## src/rtl/uart_pkg.sv

```systemverilog
// ---------------------------------------------------------------------------
// uart_pkg
// Shared definitions for the Uart8 transmit feeder: byte width and the
// feeder FSM state encoding.
// ---------------------------------------------------------------------------
package uart_pkg;

    localparam int UART_DATA_W = 8;

    typedef enum logic [1:0] {
        ST_IDLE  = 2'd0,
        ST_START = 2'd1,
        ST_WAIT  = 2'd2
    } txState_t;

endpackage

```

## src/rtl/uart_byte_fifo.sv

```systemverilog
// ---------------------------------------------------------------------------
// uart_byte_fifo
// Circular byte FIFO in front of the Uart8 transmitter.
//
// Ports:
//   clk, rstN        system clock, async active-low reset
//   flush            synchronous clear (wins over a same-cycle push)
//   wrEn, wrData     push strobe and byte
//   rdEn             pop strobe from the feeder FSM
//   rdData           head byte (combinational read of the read pointer)
//   full, empty      registered occupancy flags
//   count            registered occupancy, 0..DEPTH
//   overflow         one-cycle pulse after a push that hit a full FIFO
// ---------------------------------------------------------------------------
module uart_byte_fifo
    import uart_pkg::*;
#(
    parameter int  DEPTH = 16,
    localparam int AW    = $clog2(DEPTH)
) (
    input  logic                   clk,
    input  logic                   rstN,
    input  logic                   flush,
    input  logic                   wrEn,
    input  logic [UART_DATA_W-1:0] wrData,
    input  logic                   rdEn,
    output logic [UART_DATA_W-1:0] rdData,
    output logic                   full,
    output logic                   empty,
    output logic [AW:0]            count,
    output logic                   overflow
);

    localparam logic [AW:0] FULL_CNT = (AW + 1)'(DEPTH);

    logic [UART_DATA_W-1:0] mem [DEPTH];
    logic [AW-1:0]          wrPtr;
    logic [AW-1:0]          rdPtr;
    logic [AW:0]            countNext;
    logic                   push;
    logic                   pop;

    // full is the pre-edge flag, so a pop in the same cycle cannot make room
    assign push   = wrEn && !full && !flush;
    assign pop    = rdEn && !empty && !flush;
    assign rdData = mem[rdPtr];

    always_comb begin
        countNext = count;
        if (flush) begin
            countNext = '0;
        end else if (push && !pop) begin
            countNext = count + 1'b1;
        end else if (!push && pop) begin
            countNext = count - 1'b1;
        end
    end

    always_ff @(posedge clk or negedge rstN) begin
        if (!rstN) begin
            wrPtr    <= '0;
            rdPtr    <= '0;
            count    <= '0;
            full     <= 1'b0;
            empty    <= 1'b1;
            overflow <= 1'b0;
        end else begin
            if (push) begin
                wrPtr <= wrPtr + 1'b1;
            end
            // no push can coincide with flush, so wrPtr is the post-edge value
            if (flush) begin
                rdPtr <= wrPtr;
            end else if (pop) begin
                rdPtr <= rdPtr + 1'b1;
            end
            count    <= countNext;
            full     <= (countNext == FULL_CNT);
            empty    <= (countNext == '0);
            overflow <= wrEn && full && !flush;
        end
    end

    // storage is not reset; occupancy alone defines valid contents
    always_ff @(posedge clk) begin
        if (push) begin
            mem[wrPtr] <= wrData;
        end
    end

endmodule

```

## src/rtl/uart_tx_feeder.sv

```systemverilog
// ---------------------------------------------------------------------------
// uart_tx_feeder
// Buffers host bytes and hands them one at a time to Uart8 using a
// txStart / txBusy handshake.
//
// Ports:
//   clk, rstN        system clock, async active-low reset
//   en               transmit enable, forwarded to Uart8 as txEn
//   flush            synchronous FIFO clear
//   wrEn, wrData     host push strobe and byte
//   full, empty      FIFO occupancy flags
//   count            FIFO occupancy, 0..DEPTH
//   overflow         pulse after a dropped push
//   txEn             equals en
//   txStart          registered start request to Uart8
//   txByte           registered byte to Uart8, stable while txStart is high
//   txBusy           Uart8 busy
//   txDone           Uart8 done (observed only)
//
// State     | meaning
// ----------+-------------------------------------------------------------
// ST_IDLE   | no request; waits for en, a byte in the FIFO and no flush
// ST_START  | txStart high, txByte holds the head byte until Uart8 is busy
// ST_WAIT   | byte accepted and popped; waits for Uart8 to go idle
// ---------------------------------------------------------------------------
module uart_tx_feeder
    import uart_pkg::*;
#(
    parameter int  DEPTH = 16,
    localparam int AW    = $clog2(DEPTH)
) (
    input  logic                   clk,
    input  logic                   rstN,
    input  logic                   en,
    input  logic                   flush,
    input  logic                   wrEn,
    input  logic [UART_DATA_W-1:0] wrData,
    output logic                   full,
    output logic                   empty,
    output logic [AW:0]            count,
    output logic                   overflow,
    output logic                   txEn,
    output logic                   txStart,
    output logic [UART_DATA_W-1:0] txByte,
    input  logic                   txBusy,
    input  logic                   txDone
);

    txState_t               state;
    txState_t               stateNext;
    logic                   txStartNext;
    logic [UART_DATA_W-1:0] txByteNext;
    logic [UART_DATA_W-1:0] headByte;
    logic                   pop;
    logic                   unusedTxDone;

    assign txEn         = en;
    assign unusedTxDone = txDone;

    uart_byte_fifo #(
        .DEPTH (DEPTH)
    ) uFifo (
        .clk      (clk),
        .rstN     (rstN),
        .flush    (flush),
        .wrEn     (wrEn),
        .wrData   (wrData),
        .rdEn     (pop),
        .rdData   (headByte),
        .full     (full),
        .empty    (empty),
        .count    (count),
        .overflow (overflow)
    );

    always_ff @(posedge clk or negedge rstN) begin
        if (!rstN) begin
            state   <= ST_IDLE;
            txStart <= 1'b0;
            txByte  <= '0;
        end else begin
            state   <= stateNext;
            txStart <= txStartNext;
            txByte  <= txByteNext;
        end
    end

    always_comb begin
        stateNext   = state;
        txStartNext = txStart;
        txByteNext  = txByte;
        pop         = 1'b0;
        case (state)
            ST_IDLE: begin
                txStartNext = 1'b0;
                if (en && !empty && !flush) begin
                    txByteNext  = headByte;
                    txStartNext = 1'b1;
                    stateNext   = ST_START;
                end
            end
            ST_START: begin
                // acceptance by Uart8 wins over a same-cycle abort: the byte is on the wire
                if (txBusy) begin
                    pop         = 1'b1;
                    txStartNext = 1'b0;
                    stateNext   = ST_WAIT;
                end else if (!en || flush) begin
                    txStartNext = 1'b0;
                    stateNext   = ST_IDLE;
                end
            end
            ST_WAIT: begin
                txStartNext = 1'b0;
                if (!txBusy) begin
                    stateNext = ST_IDLE;
                end
            end
            default: begin
                txStartNext = 1'b0;
                stateNext   = ST_IDLE;
            end
        endcase
    end

endmodule

```

## config.mk

```make
export PLATFORM = sky130hd
export DESIGN_NAME = uart_tx_feeder
export DESIGN_NICKNAME = d
export VERILOG_FILES = /design/src/rtl/uart_pkg.sv /design/src/rtl/uart_byte_fifo.sv /design/src/rtl/uart_tx_feeder.sv
export SDC_FILE = /design/constraint.sdc
export NUM_CORES = 1
export LEC_CHECK = 0
export ABC_AREA = 1
export ABC_CLOCK_PERIOD_IN_PS = 1900
export BUFFER_PORTS_ARGS = -buffer_cell sky130_fd_sc_hd__buf_2
export CORE_MARGIN = 5
export CORE_UTILIZATION = 45
export CTS_BUF_LIST = sky130_fd_sc_hd__clkbuf_4
export CTS_CLUSTER_DIAMETER = 150
export DETAILED_ROUTE_END_ITERATION = 8
export GPL_TIMING_DRIVEN = 0
export PLACE_DENSITY_LB_ADDON = 0.25
export SLEW_MARGIN = 20
export SYNTH_ARGS = -nofsm -noshare
export SYNTH_HDL_FRONTEND = slang
export SYNTH_HIERARCHICAL = 1
export SYNTH_SLANG_ARGS = --single-unit
```

## constraint.sdc

```tcl
create_clock -name clk -period 1.9 [get_ports clk]
set_input_delay 0.19 -clock clk [delete_from_list [all_inputs] [get_ports clk]]
set_output_delay 0.19 -clock clk [all_outputs]
set_load 0.1 [all_outputs]
```

==> results of run 1 <==
==> layout by cell type (no fill, tap or decap), drive strengths merged, types with 10 or more instances in the layout <==
cell         netlist  final
o2111ai           11     11
buf               19     68
clkbuf             5     22
dfrtp             26     26
a21oi             12     12
o211ai            21     21
inv               50     55
o21ai             39     39
nand3             21     21
nand2            133    133
dlygate4sd3        0     10
nor2              86     86
nand4             10     10
edfxtp           128    128
==> cell families after synthesis <==
| family | after synthesis | share of synthesized area |
|---|---|---|
| buffers and inverters | 76 | 0.0491 |
| AOI/OAI and AO/OA | 92 | 0.0864 |
| and+or+nand+nor | 253 | 0.165 |
| xor gates and xnor gates | 7 | 0.00918 |
| DFF | 155 | 0.677 |
| adders and majority gates | 7 | 0.0131 |
==> cell usage after synthesis (all sizes together) <==
| library cell | n |
|---|---|
| xor2 | 5 |
| o2111ai | 11 |
| nor3 | 3 |
| buf | 19 |
| ha | 7 |
| nand2 | 133 |
| a31oi | 2 |
| edfxtp | 128 |
| xnor2 | 2 |
| o31ai | 2 |
| o21ai | 39 |
| a21oi | 12 |
| dfstp | 1 |
| inv | 50 |
| o211ai | 21 |
| nand4 | 10 |
| o221ai | 2 |
| nand3 | 21 |
| o22ai | 3 |
| dfrtp | 26 |
| clkinv | 2 |
| nor2 | 86 |
| clkbuf | 5 |
==> layer usage <==
metal | part of all wire | wire length (um)
met5 | 0 | 0
met2 | 0.47 | 7530
met4 | 0.020 | 314
met1 | 0.44 | 7100
met3 | 0.066 | 1060
==> critical path: cells and delay by family, from the launching register on <==
family,cells,cell delay (ns)
AOI/OAI and AO/OA,2,0.53
DFF,1,0.44
and+or+nand+nor,4,0.43
buffers and inverters,2,0.37
==> layout make-up <==
class                      count  area share
buffer                        23      0.0229
tap                          184      0.0289
multi-input combinational    359       0.249
inverter                      52      0.0248
sequential                   155       0.568
clock inverter                15      0.0232
timing repair buffer          60      0.0671
clock buffer                  17      0.0160
==> worst max path at each step <==
| stage | depth (start not counted) | end | from | slack, ns |
|---|---|---|---|---|
| floorplan | 5 | uFifo/mem[7][0] | uFifo/full | -0.09 |
| global placement | 5 | uFifo/mem[4][1] | uFifo/full | -0.24 |
| global route | 13 | uFifo/empty | state[1] | -0.02 |
| finish | 8 | txByte[2] | uFifo/rdPtr[0] | 0.05 |
| detailed placement | 5 | uFifo/mem[11][6] | uFifo/full | -0.31 |
| CTS | 5 | uFifo/mem[8][5] | uFifo/full | -0.12 |
==> power by group <==
group	internal, uW	switching, uW	total [uW]
logic	1070	2840	3900
clock network	935	1210	2150
registers	3990	204	4190
==> sequential cells by signal (all words and copies together), names as in the netlist <==
name,cells
txStart,1
uFifo/wrPtr,4
uFifo/rdPtr,4
state,2
uFifo/full,1
uFifo/mem,128
txByte,8
uFifo/overflow,1
uFifo/empty,1
uFifo/count,5
==> per-stage QoR <==
step / hold slack (ns) / TNS, ns
after floorplan: -0.106 / -6.96
after global placement: 0.224 / -17.76
after detailed placement: 0.241 / -22.96
after CTS: 0.000108 / -8.80
after global routing: 0.00288 / -0.0225
final: 0.0360 / 0
==> what timing repair did <==
| item | in CTS | in global routing |
|---|---|---|
| hold endpoints to repair | 86 | 0 |
| hold buffers | 10 | 0 |
| pin swaps | 5 | 17 |
| buffers inserted | 8 | 11 |
| gates resized for setup | 25 | 41 |
| setup endpoints to repair | 133 | 138 |
==> impl_metrics.env, run 1 <==
export IMPL_status="completed"
export IMPL_synthTopCellsByArea="edfxtp_1, dfrtp_1, nand2_1"
export IMPL_die_h_um=132
export IMPL_antenna_found_initial=0
export IMPL_cts_sinks=155
export IMPL_ant_nets=0
export IMPL_cts_tree="done"
export IMPL_endpoint_kind="flip-flop"
export IMPL_drv_slew=0
export IMPL_synth_cell_types=34
export IMPL_grt_start_max_net_pins=28
export IMPL_hpwl_mm=10.4
export IMPL_syn_area_per_cell_um2=11.3
export IMPL_hold_path_depth=1
export IMPL_grt_usage=0.185
export IMPL_fin_worst_skew_ns=0.0211
export IMPL_top_usage_layer="met2"
export IMPL_period_share=0.972
export IMPL_layout_cells_non_filler=865
export IMPL_slew_headroom=0.587
export IMPL_netlist_area_um2=6680
export IMPL_grtUsageMet2=0.283
export IMPL_fin_nets=690
export IMPL_worstHoldStart="wrData[5]"
export IMPL_wl_per_cell_um=18.5
export IMPL_cts_clk_slew_worst_paths_ns=0.14
export IMPL_place_congestion=0.862
export IMPL_grt_use_met1=0.262
export IMPL_finalCoreUtilization=0.549
export IMPL_grt_pass1_vias=4326
export IMPL_io_pins=33
export IMPL_syn2layout_area_growth_pct=19.5
export IMPL_cpPeakStageDelay_ns=0.44
export IMPL_drt_initial_drc_count=447
export IMPL_worst_slack_ns=0.0540
export IMPL_ff2ff_path_depth=8
export IMPL_power_per_cell_area_nw_per_um2=1280
export IMPL_yosys_warnings=6
export IMPL_ys_seq_area_frac=0.677
export IMPL_io_buffers=31
export IMPL_drc=0
export IMPL_cts_buffers=17
export IMPL_gr_usage_met3=0.0458
export IMPL_layout_drive_gt1_share=0.236
export IMPL_holdCritPathClass="input port to flip-flop"
export IMPL_clock_fmax_mhz=542
export IMPL_worstReg2RegStart="uFifo/rdPtr[0]"
export IMPL_htreeDepth=4
export IMPL_pre_cts_ws_ns=-0.310
export IMPL_diodes=0
export IMPL_holdPathEnd="uFifo/mem[2][5]"
export IMPL_tightest_slew_ns=0.620
export IMPL_vias=4610
export IMPL_crit_path_start_kind="flip-flop"
export IMPL_avgViaCountPerCell=5.33
export IMPL_clk_latency_ns=0.56
export IMPL_grt_pass1_wl_mm=24.6
export IMPL_reg2reg_to="txByte[2]"
export IMPL_power_leakage_uw=0.00308
export IMPL_dr_pass1_iters=5
export IMPL_dp_cells=805
export IMPL_core_area_um2=14500
export IMPL_routed_wl_mm=16.0
export IMPL_setup_viol=0
export IMPL_chipWidth_um=132
export IMPL_crit_type="flip-flop to flip-flop"
export IMPL_grt_ovfl_total=0
export IMPL_synth_top_area_cell="edfxtp_1"
export IMPL_ff2ff_setup_slack_ns=0.05
export IMPL_place_area_um2=7080
export IMPL_nFillCells=1213
export IMPL_seq_area_um2=4530
export IMPL_postLayoutCellArea_um2=7980
export IMPL_cts_root_buf="clkbuf_4"
export IMPL_vdd_ir_drop_max_v=0.000626
export IMPL_multi_input_area_um2=1990
export IMPL_syn_inst=590
export IMPL_synth_top_area_frac=0.576
export IMPL_crit_top_cell="nand2_1"
export IMPL_worstPathMaxFanout=10
export IMPL_start_util=0.459
export IMPL_yosys_register_bits=155
export IMPL_syn_nets=612
export IMPL_cp_slowest_cell="dfrtp_2"
export IMPL_rows=44
export IMPL_cap_violations=0
export IMPL_p_total_uw=10200
export IMPL_worstPathRequired_ns=2.39
export IMPL_fin_crit_ns=1.85
export IMPL_crit_chain="buf_6 -> buf_4 -> nor2_1 -> o211ai_1 -> o2111ai_2 -> nand2_1 -> nand4_1 -> nand2_1"
export IMPL_cp_arrival_ns=2.34
export IMPL_hold_viol=0
export IMPL_cts_buffer_depth=2
export IMPL_die_area_um2=17400
Power figures use the tool's default switching activity.
==> run 2, diff against run 1 <==
--- a/config.mk
+++ b/config.mk
@@ -14,7 +14,7 @@
 export CTS_CLUSTER_DIAMETER = 150
 export DETAILED_ROUTE_END_ITERATION = 8
 export GPL_TIMING_DRIVEN = 0
-export PLACE_DENSITY_LB_ADDON = 0.25
+export PLACE_DENSITY = 0.6
 export SLEW_MARGIN = 20
 export SYNTH_ARGS = -nofsm -noshare
 export SYNTH_HDL_FRONTEND = slang
==> run 2 against run 1 <==
  * The flow now finishes with violations (setup timing)
  * Register-to-register slack worse by 0.13 ns
  * Utilization is 0.69 points lower
  * Sequential share of layout area is 0.74 points higher
  * Flip-flop and latch count stayed put
  * Clock skew is 0.0017 ns higher
  * Die area stayed put
  * Critical path type unchanged
  * Largest power group unchanged
==> impl_metrics.env, run 2 (same netlist as run 1, synthesis figures left out) <==
export IMPL_tightest_slew_ns=0.605
export IMPL_hold_path_depth=4
export IMPL_setup_tns_ns=-3.18
export IMPL_nFillCells=1249
export IMPL_chipWidth_um=132
export IMPL_ff2ff_path_depth=5
export IMPL_layout_drive_gt1_share=0.233
export IMPL_violations="setup timing"
export IMPL_worst_path_buf_inv=1
export IMPL_grt_usage=0.185
export IMPL_drc=0
export IMPL_cp_arrival_ns=2.18
export IMPL_cts_root_buf="clkbuf_4"
export IMPL_avgViaCountPerCell=5.39
export IMPL_power_per_cell_area_nw_per_um2=1250
export IMPL_antenna_found_initial=0
export IMPL_reg2reg_to="uFifo/mem[13][0]"
export IMPL_worstPathMaxFanout=8
export IMPL_start_util=0.459
export IMPL_crit_top_cell="nand2_1"
export IMPL_dr_pass1_iters=5
export IMPL_cpPeakStageDelay_ns=0.44
export IMPL_cp_slowest_cell="dfrtp_2"
export IMPL_drt_initial_drc_count=402
export IMPL_io_buffers=31
export IMPL_worst_slack_ns=-0.0730
export IMPL_power_leakage_uw=0.00305
export IMPL_endpoint_kind="flip-flop"
export IMPL_pre_cts_ws_ns=-0.354
export IMPL_fin_crit_ns=1.97
export IMPL_worstReg2RegStart="uFifo/full"
export IMPL_diodes=0
export IMPL_crit_path_start_kind="flip-flop"
export IMPL_cts_tree="done"
export IMPL_io_pins=33
export IMPL_cp_top_family="simple AND/OR/NAND/NOR gates"
export IMPL_drv_slew=0
export IMPL_place_congestion=0.861
export IMPL_cts_sinks=155
export IMPL_layout_common_cells="nand2_1, edfxtp_1, nor2_1, inv_1, buf_2"
export IMPL_final_common_cell="nand2_1"
export IMPL_wl_per_cell_um=18.6
export IMPL_core_area_um2=14500
export IMPL_vdd_ir_drop_max_v=0.000791
export IMPL_hpwl_mm=10.6
export IMPL_top_regs="uFifo/mem x128, txByte x8, uFifo/count x5"
export IMPL_largest_reg_flops=128
export IMPL_cts_buffers=17
export IMPL_largest_register="uFifo/mem"
export IMPL_hold_viol=0
export IMPL_path_depth=5
export IMPL_die_h_um=132
export IMPL_cts_clk_slew_worst_paths_ns=0.12
export IMPL_rsz0062_at_grt="true"
export IMPL_cap_violations=0
export IMPL_grt_pass1_vias=4384
export IMPL_grt_start_max_net_pins=28
export IMPL_period_share=1.04
export IMPL_worstPathRequired_ns=2.11
export IMPL_cp_startpoint="uFifo/full"
export IMPL_syn2layout_area_growth_pct=18.0
export IMPL_fin_worst_skew_ns=0.0228
export IMPL_vias=4668
export IMPL_grt_pass1_wl_mm=24.7
export IMPL_clk_latency_ns=0.54
export IMPL_routed_wl_mm=16.1
export IMPL_slew_headroom=0.596
export IMPL_p_total_uw=9830
export IMPL_rows=44
export IMPL_layout_cells_non_filler=866
export IMPL_die_area_um2=17400
export IMPL_grt_ovfl_total=0
export IMPL_finalCoreUtilization=0.542
export IMPL_cts_buffer_depth=2
export IMPL_ant_nets=0
export IMPL_crit_type="flip-flop to flip-flop"
export IMPL_setup_worst_path_end="uFifo/mem[13][0]"
export IMPL_htreeDepth=4
export IMPL_clock_fmax_mhz=507
export IMPL_setup_viol=111
export IMPL_holdCritPathClass="input port to flip-flop"
export IMPL_dp_cells=805
export IMPL_fin_nets=692
export IMPL_status="complete, but fails checks"
export IMPL_ff2ff_setup_slack_ns=-0.07
export IMPL_crit_chain="nor2_2 -> nand2_1 -> inv_1 -> nand2_1 -> nor2_4"
-- run 2: changes by cell type in the layout (fill, tap and decap cells not counted), moves of 3 or more --
cell	change
buf_4	+8
buf_12	-3
buf_6	-3
nand2_1	+3
nand2_2	-3
-- run 2: worst reg2reg max path, cell delays in order, from the launching register on --
cell	delay [ns]
dfrtp_2	0.44
nor2_2	0.21
nand2_1	0.12
inv_1	0.18
nand2_1	0.34
nor2_4	0.38
-- run 2: through the flow --
| step | cell area [um^2] | hold slack [ns] |
|---|---|---|
| after CTS | 7500 | 0.00330 |
| after global routing | 7880 | 0.00968 |
| after global placement | 7080 | 0.227 |
| final | 7880 | 0.0623 |
| after detailed placement | 7080 | 0.234 |
| after floorplan | 6700 | -0.106 |
-- run 2: how the worst min path moves through the flow --
| stage | startpoint | endpoint | slack (ns) |
|---|---|---|---|
| CTS | wrData[6] | uFifo/mem[0][6] | 0.003 |
| finish | flush | uFifo/count[2] | 0.06 |
| detailed placement | rstN | txByte[0] | 0.23 |
| floorplan | rstN | state[0] | -0.11 |
| global placement | rstN | txByte[5] | 0.23 |
| global route | wrData[2] | uFifo/mem[3][2] | 0.01 |
-- run 2: timing repair --
action / in CTS / in global routing
gates resized for setup: 27 / 33
hold endpoints to repair: 56 / 11
setup endpoints to repair: 125 / 139
gates cloned: 0 / 0
setup buffers: 1 / 20
hold buffers: 8 / 1
pin swaps: 3 / 19
-- run 2: layout make-up --
| cell class | count | area (um^2) | share of cell area |
|---|---|---|---|
| multi-input combinational | 359 | 1990 | 0.253 |
| buffer | 24 | 176 | 0.0224 |
| sequential | 155 | 4530 | 0.575 |
| clock buffer | 17 | 128 | 0.0162 |
| tap | 184 | 230 | 0.0292 |
| clock inverter | 14 | 119 | 0.0151 |
| inverter | 52 | 198 | 0.0251 |
| timing repair buffer | 61 | 503 | 0.0639 |
-- run 2: power by group --
group	leakage, uW	switching, uW	internal [uW]	total, uW
registers	0.00148	207	3990	4190
clock network	0.000130	1170	645	1820
logic	0.00143	2790	1030	3820
total	0.00305	4170	5660	9830
-- run 2: metal layers --
| metal | GRT usage | wire (um) | part of all wire |
|---|---|---|---|
| met5 | 0 | 0 | 0 |
| met4 | 0.0583 | 318 | 0.020 |
| met3 | 0.0450 | 998 | 0.062 |
| met2 | 0.285 | 7560 | 0.47 |
| met1 | 0.262 | 7200 | 0.45 |
==> run 3, diff against run 2 <==
--- a/config.mk
+++ b/config.mk
@@ -6,14 +6,12 @@
 export NUM_CORES = 1
 export LEC_CHECK = 0
 export ABC_AREA = 1
-export ABC_CLOCK_PERIOD_IN_PS = 1900
 export BUFFER_PORTS_ARGS = -buffer_cell sky130_fd_sc_hd__buf_2
 export CORE_MARGIN = 5
 export CORE_UTILIZATION = 45
 export CTS_BUF_LIST = sky130_fd_sc_hd__clkbuf_4
 export CTS_CLUSTER_DIAMETER = 150
 export DETAILED_ROUTE_END_ITERATION = 8
-export GPL_TIMING_DRIVEN = 0
 export PLACE_DENSITY = 0.6
 export SLEW_MARGIN = 20
 export SYNTH_ARGS = -nofsm -noshare
==> run 3 against run 2 <==
  * The flow now finishes without violations
  * Largest cell class unchanged
  * Cell count is 1.0% lower
  * Die area is the same
  * Global-route usage down 0.94 points
  * First-iteration DRC count shrank 12%
  * Hold slack gained 0.0026 ns
  * Critical path depth shrank 4
  * Largest power group unchanged
  * Utilization fell by 1.3 points
  * Sequential share of layout area up 1.4 points
  * Clock power grew 12%
  * Cell area fell by 2.4%
  * Total power shrank 0.99%
==> impl_metrics.env, run 3 (same netlist as run 1, synthesis figures left out) <==
export IMPL_worstHoldStart="wrData[1]"
export IMPL_grt_ovfl_total=0
export IMPL_power_leakage_uw=0.00300
export IMPL_endpoint_kind="output pin"
export IMPL_holdCritPathClass="input port to flip-flop"
export IMPL_final_common_cell="nand2_1"
export IMPL_tightest_slew_ns=0.635
export IMPL_cp_startpoint="uFifo/empty"
export IMPL_clk_latency_ns=0.57
export IMPL_hold_viol=0
export IMPL_setup_viol=0
export IMPL_grt_start_max_net_pins=65
export IMPL_start_util=0.459
export IMPL_cts_clk_slew_worst_paths_ns=0.13
export IMPL_postLayoutCellArea_um2=7690
export IMPL_place_area_um2=7200
export IMPL_ant_nets=0
export IMPL_layout_cells_non_filler=857
export IMPL_cts_sinks=155
export IMPL_grt_usage=0.176
export IMPL_die_area_um2=17400
export IMPL_io_buffers=31
export IMPL_fin_worst_skew_ns=0.0147
export IMPL_rsz0062_at_grt="true"
export IMPL_dp_cells=809
export IMPL_drc=0
export IMPL_cts_buffers=17
export IMPL_worst_path_buf_inv=1
export IMPL_avgViaCountPerCell=5.18
export IMPL_clock_fmax_mhz=549
export IMPL_vias=4439
export IMPL_drv_slew=0
export IMPL_crit_chain="buf_2"
export IMPL_period_share=0.959
export IMPL_cp_slowest_cell="dfstp_2"
export IMPL_layout_drive_gt1_share=0.201
export IMPL_cpPeakStageDelay_ns=0.62
export IMPL_cts_tree="done"
export IMPL_wl_per_cell_um=17.3
export IMPL_worstReg2RegStart="uFifo/rdPtr[0]"
export IMPL_hpwl_mm=9.53
export IMPL_place_congestion=0.811
export IMPL_cts_root_buf="clkbuf_4"
export IMPL_htreeDepth=4
export IMPL_io_pins=33
export IMPL_die_h_um=132
export IMPL_largest_reg_flops=128
export IMPL_cts_buffer_depth=2
export IMPL_nFillCells=1298
export IMPL_power_per_cell_area_nw_per_um2=1270
export IMPL_crit_type="flip-flop to output pin"
export IMPL_fin_crit_ns=1.82
export IMPL_cp_arrival_ns=1.63
export IMPL_diodes=0
export IMPL_syn2layout_area_growth_pct=15.1
export IMPL_fin_nets=682
export IMPL_status="completed"
export IMPL_largest_register="uFifo/mem"
export IMPL_cp_top_family="flip-flops"
export IMPL_rows=44
export IMPL_cap_violations=0
export IMPL_grt_pass1_vias=4283
export IMPL_worstPathMaxFanout=4
export IMPL_setup_tns_ns=0
export IMPL_chipWidth_um=132
export IMPL_vdd_ir_drop_max_v=0.000833
export IMPL_grt_pass1_wl_mm=23.3
export IMPL_layout_common_cells="nand2_1, edfxtp_1, nor2_1, inv_1"
export IMPL_top_regs="uFifo/mem x128, txByte x8, uFifo/count x5"
export IMPL_slew_headroom=0.577
export IMPL_drt_initial_drc_count=354
export IMPL_core_area_um2=14500
export IMPL_dr_pass1_iters=4
export IMPL_crit_path_start_kind="flip-flop"
export IMPL_antenna_found_initial=0
export IMPL_routed_wl_mm=14.8
export IMPL_worstPathRequired_ns=1.71
run 3: timing repair:
action                     4_1_cts  5_1_grt
gates resized for setup          0       10
hold endpoints to repair       142        0
setup endpoints to repair        0        9
buffers inserted                 0        3
hold buffers                    12        0
run 3: report_power, final:
part | internal, uW | leakage, uW | switching (uW)
combinational | 970 | 0.00136 | 2560
sequential | 3980 | 0.00149 | 190
clock | 803 | 0.000152 | 1220
run 3: path summary, 6_finish.rpt:
kind	end	slack (ns)	cells after the start
setup / recovery	empty	0.08	1
hold / removal	uFifo/mem[14][1]	0.06	1
setup reg to reg	txByte[3]	0.10	8
hold reg to reg	txByte[1]	0.49	2
max in group asynchronous	uFifo/full	1.28	2
min in group asynchronous	txByte[6]	0.15	2
run 3: layer usage:
layer	vias up	track usage	share of wire
met5	-	0	0
met1	2132	0.240	0.45
met4	0	0.0754	0.021
met2	104	0.271	0.48
li1	2180	-	-
met3	23	0.0427	0.050
run 3: through the flow:
step	power (uW)	setup WS [ns]	util	hold WS (ns)
6_report	9730	0.0774	0.529	0.0649
5_1_grt	10300	-0.0617	0.529	0.00883
4_1_cts	9710	0.0128	0.524	0.0101
3_5_place_dp	7670	0.0608	0.495	0.253
3_3_place_gp	7600	0.143	0.495	0.241
2_1_floorplan	6650	-0.0884	-	-0.106
run 3: area by class of cell:
type                            count  area [um^2]  area share
Clock inverter                     15          163      0.0212
Timing Repair Buffer               75          574      0.0747
Inverter                           52          203      0.0264
Clock buffer                       17          128      0.0166
Tap cell                          184          230      0.0300
Sequential cell                   155         4530       0.589
Multi-Input combinational cell    359         1860       0.242
